## src/rtl/nemesis_bus_pkg.sv

```systemverilog
// Shared types for the Nemesis 68000 bus controller: FSM states, decoded
// regions, counter widths and the chip-select priority encoder.
package nemesis_bus_pkg;

    typedef enum logic [2:0] {
        ST_IDLE,
        ST_WAIT,
        ST_ROM,
        ST_OBJ,
        ST_ACK,
        ST_HOLD
    } bus_state_t;

    typedef enum logic [2:0] {
        REG_PROM,
        REG_OBJ,
        REG_RAM,
        REG_VID,
        REG_IO,
        REG_EXT,
        REG_NONE
    } region_t;

    localparam int WS_W    = 4;
    localparam int STALL_W = 4;

    // Fixed decode priority; selects are mutually exclusive on real hardware,
    // the priority only matters for a glitched or misprogrammed decoder.
    function automatic region_t decode_region(
        input logic prom_cs_n,
        input logic objram_n,
        input logic ram_cs_n,
        input logic chara_n,
        input logic vid_cs_n,
        input logic io_cs_n,
        input logic excs_n
    );
        if (!prom_cs_n)                 return REG_PROM;
        else if (!objram_n)             return REG_OBJ;
        else if (!ram_cs_n || !chara_n) return REG_RAM;
        else if (!vid_cs_n)             return REG_VID;
        else if (!io_cs_n)              return REG_IO;
        else if (!excs_n)               return REG_EXT;
        else                            return REG_NONE;
    endfunction

endpackage

```

## src/rtl/nemesis_objram_arb.sv

```systemverilog
// Object-RAM port arbiter between the CPU and the sprite scan engine.
// Sprite has priority until the CPU has been starved MAX_STALL times.
module nemesis_objram_arb
    import nemesis_bus_pkg::*;
#(
    parameter int CPU_SLOT  = 2,
    parameter int MAX_STALL = 7
) (
    input  logic clk,
    input  logic srst,
    input  logic cpu_req,
    input  logic spr_req,
    output logic spr_gnt,
    output logic obj_cpu,
    output logic cpu_done
);

    localparam int SLOT_W = $clog2(CPU_SLOT + 1);

    logic [SLOT_W-1:0]  slot_cnt_reg, slot_cnt_next;
    logic [STALL_W-1:0] stall_reg, stall_next;
    logic               spr_gnt_reg, spr_gnt_next;
    logic               cpu_wins;

    always_comb begin
        slot_cnt_next = slot_cnt_reg;
        stall_next    = stall_reg;
        spr_gnt_next  = 1'b0;
        cpu_wins      = cpu_req && (!spr_req || (stall_reg >= STALL_W'(MAX_STALL)));

        if (slot_cnt_reg != '0) begin
            slot_cnt_next = slot_cnt_reg - SLOT_W'(1);
            // A sprite kept waiting by the slot gets the port as soon as it ends
            spr_gnt_next  = (slot_cnt_reg == SLOT_W'(1)) && spr_req;
        end else if (cpu_wins) begin
            slot_cnt_next = SLOT_W'(CPU_SLOT);
            stall_next    = '0;
        end else if (spr_req && !spr_gnt_reg) begin
            // The cycle after a grant the engine has not yet dropped its request
            spr_gnt_next = 1'b1;
            if (cpu_req && (stall_reg != '1))
                stall_next = stall_reg + STALL_W'(1);
        end
    end

    always_ff @(posedge clk) begin
        if (srst) begin
            slot_cnt_reg <= '0;
            stall_reg    <= '0;
            spr_gnt_reg  <= 1'b0;
        end else begin
            slot_cnt_reg <= slot_cnt_next;
            stall_reg    <= stall_next;
            spr_gnt_reg  <= spr_gnt_next;
        end
    end

    assign spr_gnt  = spr_gnt_reg;
    assign obj_cpu  = (slot_cnt_reg != '0);
    assign cpu_done = (slot_cnt_reg == SLOT_W'(1));

endmodule

```

## src/rtl/nemesis_68k_bus_ctrl.sv

```systemverilog
// 68000 bus-cycle sequencer: DTACK wait states, PROM fetch via SDRAM, object-RAM
// arbitration. Define NEMESIS_BERR_EN to add the bus-error watchdog.
module nemesis_68k_bus_ctrl
    import nemesis_bus_pkg::*;
#(
    parameter int RAM_WS    = 0,
    parameter int VID_WS    = 1,
    parameter int IO_WS     = 0,
    parameter int CPU_SLOT  = 2,
    parameter int MAX_STALL = 7
`ifdef NEMESIS_BERR_EN
    ,
    parameter int BERR_CYC  = 255
`endif
) (
    input  logic i_clk,
    input  logic i_rst,
    input  logic i_cen,
    input  logic i_as_n,
    input  logic i_rw,
    input  logic i_prom_cs_n,
    input  logic i_ram_cs_n,
    input  logic i_chara,
    input  logic i_vid_cs_n,
    input  logic i_objram,
    input  logic i_io_cs_n,
    input  logic i_excs_n,
    output logic o_sdram_req,
    input  logic i_sdram_ack,
    input  logic i_spr_req,
    output logic o_spr_gnt,
    output logic o_obj_cpu,
    output logic o_dtack_n,
    output logic o_berr_n
);

    bus_state_t      state_reg, state_next;
    region_t         region_reg, region_next;
    region_t         sel_region;
    logic [WS_W-1:0] ws_cnt_reg, ws_cnt_next;
    logic [WS_W-1:0] sel_ws;
    logic            dtack_n_reg, dtack_n_next;
    logic            as_q_reg, as_qq_reg;
    logic            as_fall;
    logic            obj_done;
    logic            berr_fire;
    logic            berr_active;

    // AS history resets low so a cycle interrupted by reset is never resumed
    assign as_fall    = as_qq_reg && !as_q_reg;
    assign sel_region = decode_region(i_prom_cs_n, i_objram, i_ram_cs_n, i_chara,
                                      i_vid_cs_n, i_io_cs_n, i_excs_n);

    // Expansion space has no dedicated wait parameter; it behaves like I/O
    always_comb begin
        sel_ws = '0;
        case (sel_region)
            REG_RAM:         sel_ws = WS_W'(RAM_WS);
            REG_VID:         sel_ws = WS_W'(VID_WS);
            REG_IO, REG_EXT: sel_ws = WS_W'(IO_WS);
            default:         sel_ws = '0;
        endcase
    end

    always_comb begin
        state_next   = state_reg;
        region_next  = region_reg;
        ws_cnt_next  = ws_cnt_reg;
        dtack_n_next = 1'b1;
        case (state_reg)
            ST_IDLE: begin
                if (as_fall) begin
                    region_next = sel_region;
                    case (sel_region)
                        REG_PROM: state_next = i_rw ? ST_ROM : ST_ACK;
                        REG_OBJ:  state_next = ST_OBJ;
                        REG_NONE: state_next = ST_HOLD;
                        default: begin
                            if (sel_ws == '0) begin
                                state_next = ST_ACK;
                            end else begin
                                state_next  = ST_WAIT;
                                ws_cnt_next = sel_ws;
                            end
                        end
                    endcase
                end
            end
            ST_WAIT: begin
                if (i_cen) begin
                    if (ws_cnt_reg <= WS_W'(1)) begin
                        state_next  = ST_ACK;
                        ws_cnt_next = '0;
                    end else begin
                        ws_cnt_next = ws_cnt_reg - WS_W'(1);
                    end
                end
            end
            ST_ROM:  if (i_sdram_ack) state_next = ST_ACK;
            ST_OBJ:  if (obj_done) state_next = ST_ACK;
            ST_ACK: begin
                state_next   = i_as_n ? ST_IDLE : ST_HOLD;
                dtack_n_next = i_as_n;
            end
            ST_HOLD: begin
                if (i_as_n)
                    state_next = ST_IDLE;
                else
                    dtack_n_next = (region_reg == REG_NONE) || berr_active;
            end
            default: state_next = ST_IDLE;
        endcase
        if (berr_fire) begin
            state_next   = ST_HOLD;
            dtack_n_next = 1'b1;
        end
    end

    always_ff @(posedge i_clk) begin
        if (i_rst) begin
            state_reg   <= ST_IDLE;
            region_reg  <= REG_NONE;
            ws_cnt_reg  <= '0;
            dtack_n_reg <= 1'b1;
            as_q_reg    <= 1'b0;
            as_qq_reg   <= 1'b0;
        end else begin
            state_reg   <= state_next;
            region_reg  <= region_next;
            ws_cnt_reg  <= ws_cnt_next;
            dtack_n_reg <= dtack_n_next;
            as_q_reg    <= i_as_n;
            as_qq_reg   <= as_q_reg;
        end
    end

`ifdef NEMESIS_BERR_EN
    logic [7:0] wd_cnt_reg;
    logic       berr_n_reg;
    logic       wd_tick;

    // Open-bus HOLD counts too, so an unmapped access eventually faults
    assign wd_tick   = i_cen && berr_n_reg &&
                       ((state_reg inside {ST_WAIT, ST_ROM, ST_OBJ, ST_ACK}) ||
                        ((state_reg == ST_HOLD) && (region_reg == REG_NONE)));
    assign berr_fire = wd_tick && (wd_cnt_reg == 8'(BERR_CYC - 1));

    always_ff @(posedge i_clk) begin
        if (i_rst) begin
            wd_cnt_reg <= '0;
            berr_n_reg <= 1'b1;
        end else begin
            if (state_reg == ST_IDLE)
                wd_cnt_reg <= '0;
            else if (wd_tick)
                wd_cnt_reg <= wd_cnt_reg + 8'd1;
            if (berr_fire)
                berr_n_reg <= 1'b0;
            else if ((state_reg == ST_HOLD) && i_as_n)
                berr_n_reg <= 1'b1;
        end
    end

    assign berr_active = !berr_n_reg;
    assign o_berr_n    = berr_n_reg;
`else
    assign berr_fire   = 1'b0;
    assign berr_active = 1'b0;
    assign o_berr_n    = 1'b1;
`endif

    nemesis_objram_arb #(
        .CPU_SLOT  (CPU_SLOT),
        .MAX_STALL (MAX_STALL)
    ) u_arb (
        .clk      (i_clk),
        .srst     (i_rst),
        .cpu_req  (state_reg == ST_OBJ),
        .spr_req  (i_spr_req),
        .spr_gnt  (o_spr_gnt),
        .obj_cpu  (o_obj_cpu),
        .cpu_done (obj_done)
    );

    assign o_sdram_req = (state_reg == ST_ROM);
    assign o_dtack_n   = dtack_n_reg;

endmodule
```

## config.mk

```make
export PLATFORM = sky130hd
export DESIGN_NAME = nemesis_68k_bus_ctrl
export DESIGN_NICKNAME = d
export VERILOG_FILES = /design/src/rtl/nemesis_bus_pkg.sv /design/src/rtl/nemesis_objram_arb.sv /design/src/rtl/nemesis_68k_bus_ctrl.sv
export SDC_FILE = /design/constraint.sdc
export NUM_CORES = 1
export LEC_CHECK = 0
export BUFFER_PORTS_ARGS = -buffer_cell sky130_fd_sc_hd__buf_2
export CORE_MARGIN = 1.5
export CORE_UTILIZATION = 52
export CTS_BUF_LIST = sky130_fd_sc_hd__clkbuf_8
export CTS_CLUSTER_SIZE = 10
export DETAILED_ROUTE_END_ITERATION = 12
export PLACE_DENSITY_LB_ADDON = 0.1
export SYNTH_ARGS = -nofsm -noshare
export SYNTH_HDL_FRONTEND = slang
export SYNTH_SLANG_ARGS = --single-unit
```

## constraint.sdc

```tcl
create_clock -name i_clk -period 1.6 [get_ports i_clk]
set_input_delay 0.32 -clock i_clk [delete_from_list [all_inputs] [get_ports i_clk]]
set_output_delay 0.32 -clock i_clk [all_outputs]
set_load 0.005 [all_outputs]
```

; Yosys cells after proc, flatten, opt, wreduce, memory -nomap -nowiden
; Index checks and enable logic that the tools add are counted.
[totals]
wordCells = 93
mem_bits_ro = 0
n_memories = 0
register_bits = 20
output_inout_bits = 5
latchBits = 0
ram_bits = 0
[classes]
muxes = 34
bitwise = 1
n_eq_ne = 19
reduce_logical = 25
order_cmp = 2
addsub = 3
div_mod_pow = 0
mul = 0
shift = 0
[ops]
columns = op, n
row1 = two-way mux 3 bit, 13
row2 = two-way mux 4 bit, 8
row3 = case mux 3 bit (6 select lines), 1
row4 = "!= test 2 bit, second input constant", 7
row5 = "equality test 3 bit, second input constant", 4
row6 = nonzero test 2 bit, 5
row7 = "equality test 3 x 2 -> 1 bit, second input constant", 3
row8 = case mux 3 bit (3 select lines), 1
row9 = two-way mux 2 bit, 4
row10 = case mux 4 bit (2 select lines), 1
row11 = "equality test 3 x 1 -> 1 bit, second input constant", 2
row12 = zero test 3 bit, 2
row13 = AND reduction 6 bit, 1
row14 = logical AND 1 bit, 5
row15 = zero test 1 bit, 5
row16 = two-way mux 1 bit, 5
row17 = AND reduction 5 bit, 1
row18 = "adder 4 x 1 -> 4 bit, second input constant", 1
row19 = ">= comparator 4 x 3 -> 1 bit, second input constant", 1
row20 = "<= comparator 4 x 1 -> 1 bit, second input constant", 1
row21 = zero test 4 bit, 1
row22 = "!= test 4 bit, second input constant", 1
row23 = "subtractor 4 x 1 -> 4 bit, second input constant", 1
row24 = AND reduction 3 bit, 1
row25 = other kinds (8), 9

; Depth between registers and ports, before layout
; Gate-level depths: netlist (run 1).
[depth]
ltp_word = 13
ltp_mapped = 6
mapped_depth_nobuf = 6

; Modules after synthesis
; Synthesis (run 1) repeated with hierarchy kept, for this count alone.
[hier_totals]
cells_unflattened = 144
hier_area_um2 = 1206.2
[modules_own_cells]
columns = mod, cells_per_inst, area_each_um2, seq_area_each_um2, instances
row1 = nemesis_68k_bus_ctrl, 90, 749.5, 260.2, 1
row2 = nemesis_objram_arb, 54, 456.7, 140.1, 1

; Worst setup path after synthesis (run 1)
; Ideal clock, no wire load.
[synth_timing]
kind = reg-to-reg
from = register ws_cnt_reg[0]
to = register ws_cnt_reg[0]
path_stages_with_launch = 7
slack_ps = 25
required_ps = 1514
arrival_time_ps = 1489
path_buffers = 0
path_cell_list = dfxtp_1 inv_1 ha_1 or2_2 and2_1 o2111a_1 a211oi_1
[synth_between]
elab_chain_cells = 4
[synth_rtl]
columns = element, line_no
row1 = "start, declared", nemesis_68k_bus_ctrl.sv:40  ; logic [WS_W-1:0] ws_cnt_reg, ws_cnt_next;
row2 = "start signal, assigned", nemesis_68k_bus_ctrl.sv:130  ; ws_cnt_reg <= ws_cnt_next;
row3 = subtractor 4 x 1 -> 4 bit or <= comparator 4 x 1 -> 1 bit (tied branches), "nemesis_68k_bus_ctrl.sv:95, nemesis_68k_bus_ctrl.sv:91"
row4 = two-way mux 4 bit (*), nemesis_68k_bus_ctrl.sv:91  ; if (ws_cnt_reg <= WS_W'(1)) begin
row5 = two-way mux 4 bit (*), nemesis_68k_bus_ctrl.sv:90  ; if (i_cen) begin
row6 = case mux 4 bit (2 select lines) (*), nemesis_68k_bus_ctrl.sv:70  ; case (state_reg)
; Mark *: on every way between the ends. The rest lies on a longest branch, timed or not. The select of a mux whose other input is x is not followed.
; A chain may end at the register's enable or synchronous reset.

; Worst setup path in the final report (run 1)
[layout_timing]
from = register ws_cnt_reg[0]
to = register state_reg[0]
[layout_between]
elab_chain_cells = 3
[layout_rtl]
columns = element, line_no
row1 = <= comparator 4 x 1 -> 1 bit, nemesis_68k_bus_ctrl.sv:91
row2 = != test 2 bit (no line), -
row3 = AND reduction 6 bit (no line), -
row4 = "end signal, assigned", nemesis_68k_bus_ctrl.sv:128  ; state_reg <= state_next;
row5 = "end, declared", nemesis_68k_bus_ctrl.sv:37  ; bus_state_t state_reg, state_next;
; Every way passes these cells.

==> flow_summary.yaml, run 1 <==
run_status:
  outcome: "finished, final reports clean"
power:
  power_leakage_nw: 0.5606
  fin_total_pwr_mw: 1.323
  p_sw_mw: 0.3385
  switching_share: 0.2558
  ir_worst_vdd_v: 0.0009634
  cell_internal_pwr_mw: 0.9849
  p_clk_frac: 0.383
  powerDensity_nw_per_um2: 911.0
  power_frac_seq: 0.420
  power_frac_comb: 0.197
worst_setup_path:
  criticalPathCategory: "flip-flop to flip-flop"
  crit_chain: "buf_4 > ha_1 > or2_4 > a211o_4 > a21oi_2 > o31a_1"
  start_kind: "flip-flop"
  cp_max_fo: 3
  end_kind: "flip-flop"
  cp_top_family: "compound AO/OA/AOI/OAI gates"
  crit_buf_inv: 1
  critPathMaxStageDelay_ns: 0.34
  cp.arrival_ns: 1.74
  slowest_stage: "a211o_4"
  crit_required_ns: 1.80
synthesis:
  async_reset_ff_frac: 0
  mappedNetlistArea_um2: 1195
  yosysSeqAreaShare: 0.3351
  synthFlopType: "dfxtp_1"
  synth_edf_count: 0
  ys_types: 51
  synthCells: 138
  syn_area_per_cell_um2: 8.659
  synth_nets: 158
  synth-seq-cells: 20
  ys.warnings.count: 0
cts:
  cts_tree: "done"
  cts_buffers: 3
  h-tree-depth: 1
  clock_latency_ns: 0.26
  clk_path_buf_depth: 2
  clk_pin_slew_ns: 0.08
  cts.sinks: 20
  clockRootBuffer: "clkbuf_8"
timing:
  whs_ns: 0.2922
  maxSlewHeadroom: 0.6346
  finalCritPeriodShare: 0.9643
  finalMaxSlewViolations: 0
  final-hold-violation-count: 0
  skew_ns: 0.004335
  setup_viol: 0
  max_freq_mhz: 648.2
  fin_crit_ns: 1.543
  tightest_slew_ns: 0.5343
place:
  hpwlAfterDp_um: 1996
  dpl_cell_area_um2: 1345
  io_buffers: 17
  gp_congestion: 0.8377
cells_and_area:
  drive_gt1_frac: 0.3086
  fin_nets: 183
  antennaDiodeCount: 0
  area_delta_synth_final_pct: 21.57
  fin_area_um2: 1453
floorplan:
  die_area_um2: 2594
  die_h_um: 50.94
  io_pins: 19
  fp.dieW_um: 50.94
  core_area_um2: 2191
  placementRows: 17
  start_util: 0.5454
routing:
  wl_per_cell_um: 13.76
  ant_nets: 0
  drcViolationCount: 0
  wl_um: 2614
  vias: 1087
  drt_iter0_markers: 16
  avgViaCountPerCell: 5.721
  drtPass1Iterations: 4
global_routing:
  globalRouteOverflowTotal: 0
  grt_pass1_vias: 1037
  grt_max_degree: 13
  grt_util_all_layers: 0.2305
  antenna_found_initial: 0
  grt_pass1_wl_um: 4443
flow_run:
  max_cap_violations: 0
worst_hold_path:
  hp-class: "input pin to flip-flop"
-- metrics by stage --
| stage | util | setup TNS, ns | setup slack, ns | cells |
|---|---|---|---|---|
| after floorplan | - | 0 | 0.02512 | 138 |
| after global routing | 0.6631 | -0.007086 | -0.007086 | 190 |
| after detailed placement | 0.6139 | -0.04564 | -0.04203 | 186 |
| final | 0.6631 | 0 | 0.05717 | 190 |
| after global placement | 0.6139 | 0 | 0.03444 | 186 |
| after CTS | 0.6511 | 0 | 0.01524 | 190 |
-- what timing repair did --
item / CTS / global route
hold buffers: 0 / 0
setup endpoints to repair: 2 / 12
gates resized for setup: 4 / 9
pin swaps: 0 / 5
hold endpoints to repair: 0 / 0
setup buffers: 0 / 0
-- area by class of cell --
type | count | area [µm²]
multi-input combinational | 103 | 754.5
fill | 188 | 738.2
sequential | 20 | 405.4
timing repair buffer | 26 | 152.6
clock buffer | 3 | 41.29
tap | 28 | 35.03
inverter | 9 | 33.78
clock inverter | 1 | 30.03
-- worst paths after layout --
| kind | start | to | slack [ns] | cells after the start |
|---|---|---|---|---|
| min | i_spr_req | u_arb.spr_gnt$_SDFF_PP0_ | 0.29 | 2 |
| max reg2reg | ws_cnt_reg[0]$_SDFFE_PP0P_ | state_reg[0]$_SDFFE_PP0P_ | 0.06 | 6 |
| min reg2reg | as_q_reg$_SDFF_PP0_ | as_qq_reg$_SDFF_PP0_ | 0.48 | 1 |
| max | ws_cnt_reg[0]$_SDFFE_PP0P_ | state_reg[0]$_SDFFE_PP0P_ | 0.06 | 6 |
-- cells in the mapped netlist (all sizes together) (3+ instances only) --
master	count	area share
nor2b	5	0.026
ha	6	0.063
buf	5	0.028
dfxtp	20	0.34
o21ai	5	0.021
o31a	3	0.022
nand2b	5	0.026
nand3	4	0.021
nor3	5	0.021
a21oi	9	0.038
nor2	7	0.022
nand2	9	0.028
inv	8	0.025
and2	3	0.016
a31o	4	0.029
-- power groups by stage --
stage               registers (mW)  logic (mW)  clock network (mW)
CTS                          0.553       0.251               0.523
global route                 0.560       0.293               0.532
detailed placement           0.565       0.247                   0
finish                       0.555       0.261               0.507
global placement             0.563       0.241                   0
floorplan                    0.553       0.168                   0
-- worst register-to-register path: stages (launching register included) --
cell     delay [ns]
dfxtp_2        0.33
buf_4          0.13
ha_1           0.18
or2_4          0.24
a211o_4        0.34
a21oi_2        0.13
o31a_1         0.12
-- layout by cell type (no fill, tap or decap), drive strengths merged, types with 2 or more instances in the layout --
cell,netlist,layout
a21oi,9,9
nor3,5,5
inv,8,8
o31ai,2,2
nor2,7,7
clkbuf,1,3
nand2,9,9
a31o,4,4
buf,5,26
o21ai,5,5
a2111oi,2,2
a41oi,2,2
o211ai,2,2
o31a,3,3
and2,3,3
dfxtp,20,20
nand3,4,4
nor3b,2,2
a31oi,2,2
a211oi,2,2
ha,6,6
nand2b,5,5
nor2b,5,5
nand3b,2,2
-- routing by layer --
| layer | track usage | vias up | wire, µm |
|---|---|---|---|
| met4 | 0.1351 | 0 | 61 |
| met2 | 0.3810 | 20 | 1274 |
| met3 | 0.03509 | 4 | 106 |
| li1 | - | 561 | - |
| met1 | 0.2821 | 502 | 1172 |
| met5 | 0 | - | 0 |
-- cell families (layout without fill, tap and decap cells) --
kind of cell / Yosys count / count (layout) / synth area share
compound gates: 41 / 41 / 0.2691
fa+ha+maj: 6 / 6 / 0.06283
buf+inv: 15 / 39 / 0.05968
flops: 20 / 20 / 0.3351
mux: 1 / 1 / 0.009423
other cells: 1 / 1 / 0.003138
simple gates: 54 / 54 / 0.2608
No activity file was read; power rests on OpenSTA's default activity.
==> run 2: changes to the inputs <==
SKIP_CTS_REPAIR_TIMING = 1   (was default)
SYNTH_HIERARCHICAL = 1   (was default)
==> flow_summary.yaml, run 2 <==
place:
  io_buffers: 17
  dpl.cell_count: 203
  hpwlAfterDp_um: 2068
  gp_congestion: 0.8371
cells_and_area:
  seq_area_um2: 412.9
  most-common-layout-cells: "buf_4, buf_2, dfxtp_1"
  fin_nets: 203
  final_cells: 210
  antennaDiodeCount: 0
  drive_gt1_frac: 0.3791
  area_delta_synth_final_pct: 35.58
  fill_cells: 156
  multi_input_area_um2: 804.5
  final_common_cell: "buf_4"
synthesis:
  synth_top_family_by_area: "simple AND/OR/NAND/NOR gates"
  post-synth-top-area-cell: "dfxtp_1"
  synthCells: 144
  mappedNetlistArea_um2: 1206
  yosysSeqAreaShare: 0.3320
  synth_adder_area_share: 0.06224
  synthFlopType: "dfxtp_1"
  ys.warnings.count: 6
  yosys-mux-area-fraction: 0.008299
  synthDominantCellAreaShare: 0.3320
  synth_area_leaders: "dfxtp_1, ha_1, nor2b_1"
  yosys.cell_count.top_type: "dfxtp_1"
  syn_area_per_cell_um2: 8.376
  synthTopCellsByCount: "dfxtp_1, inv_1, nand2_1, nor2b_1"
  synth_xor_xnor_area_share: 0
  synth_compound_area_frac: 0.2448
  synth-seq-cells: 20
  ys_types: 45
  synth-simple-area-share: 0.2811
  synth_nets: 164
  synth_edf_count: 0
  async_reset_ff_frac: 0
global_routing:
  antenna_found_initial: 0
  grt_util_all_layers: 0.2321
  grt_max_degree: 23
  grt_pass1_wl_um: 4512
  globalRouteOverflowTotal: 0
  grt_pass1_vias: 1057
worst_setup_path:
  criticalPathCategory: "flip-flop to flip-flop"
  end_kind: "flip-flop"
  cp_max_fo: 5
  ff2ff_setup_slack_ns: 0.009
  start_kind: "flip-flop"
  cp.arrival_ns: 1.80
  crit_required_ns: 1.81
routing:
  avgViaCountPerCell: 5.510
  drt_iter0_markers: 18
  ant_nets: 0
  wl_um: 2823
  wl_per_cell_um: 13.44
  drtPass1Iterations: 4
  vias: 1157
  drcViolationCount: 0
cts:
  cts_buffers: 3
  clockRootBuffer: "clkbuf_8"
  clock_latency_ns: 0.27
  h-tree-depth: 1
  clk_path_buf_depth: 2
  clk_pin_slew_ns: 0.08
  cts.sinks: 20
  cts_tree: "done"
power:
  fin_total_pwr_mw: 1.648
  ir_worst_vdd_v: 0.0008044
  power_leakage_nw: 0.6725
  powerDensity_nw_per_um2: 1008
timing:
  finalMaxSlewViolations: 0
  rsz0062_at_grt: "true"
  finalCritPeriodShare: 0.9941
  max_freq_mhz: 628.7
  final-hold-violation-count: 0
  setup_viol: 0
  skew_ns: 0.002310
  fin_crit_ns: 1.591
floorplan:
  die_h_um: 51.16
  placementRows: 17
  fp.dieW_um: 51.16
  start_util: 0.5505
  die_area_um2: 2617
  io_pins: 19
  core_area_um2: 2191
worst_hold_path:
  hp-class: "input pin to flip-flop"
run_status:
  outcome: "finished, final reports clean"
flow_run:
  max_cap_violations: 0
run 2: final timing paths:
kind | cells past startpoint | end | from
worst max-delay path | 7 | ws_cnt_reg[2]$_SDFFE_PP0P_ | ws_cnt_reg[1]$_SDFFE_PP0P_
worst min-delay path | 3 | u_arb/spr_gnt$_SDFF_PP0_ | i_spr_req
worst max register to register | 7 | ws_cnt_reg[2]$_SDFFE_PP0P_ | ws_cnt_reg[1]$_SDFFE_PP0P_
worst min register to register | 2 | region_reg[0]$_SDFFE_PP0P_ | region_reg[0]$_SDFFE_PP0P_
run 2: final cells by class:
type                            instances  area share
Multi-Input combinational cell        106      0.4920
Inverter                               12     0.03060
Sequential cell                        20      0.2525
Clock inverter                          1     0.01836
Clock buffer                            3     0.02525
Timing Repair Buffer                   40      0.1599
Tap cell                               28     0.02142
run 2: cell families after synthesis:
family                     count (synthesis)
DFF                                       20
muxes                                      1
and+or+nand+nor                           61
adders and majority gates                  6
AOI/OAI and AO/OA                         37
buffers and inverters                     18
other                                      1
run 2: per-stage QoR:
step | utilization | hold WS (ns) | instance area (µm²) | setup TNS, ns | worst slack [ns]
floorplan | - | 0.3916 | 1256 | -0.01317 | -0.01247
global placement | 0.6796 | 0.4512 | 1489 | -0.01122 | -0.01122
detailed placement | 0.6796 | 0.4589 | 1489 | -0.08535 | -0.08535
CTS | 0.7122 | 0.3256 | 1560 | -0.1471 | -0.07466
global route | 0.7464 | 0.3423 | 1635 | -0.1402 | -0.06200
finish | 0.7464 | 0.3257 | 1635 | 0 | 0.009452
run 2: per-layer routing:
metal | vias to the layer above | share of wire | track usage
li1 | 607 | - | -
met3 | 5 | 0.026 | 0.02632
met2 | 21 | 0.48 | 0.4264
met4 | 0 | 0.015 | 0.09459
met1 | 524 | 0.48 | 0.2701
met5 | - | 0 | 0
run 2: critical path: stages, from the launching register on:
cell and delay, ns:
dfxtp_2 0.37, inv_4 0.05, ha_4 0.15, nor2_4 0.12
o311ai_4 0.10, buf_4 0.17, or4_4 0.42, a21oi_2 0.14
run 2: power by group:
part	total (mW)	switching [mW]	leakage [nW]	internal (mW)
Combinational	0.535	0.258	0.470	0.277
Sequential	0.594	0.0461	0.167	0.548
Clock	0.519	0.184	0.0357	0.334
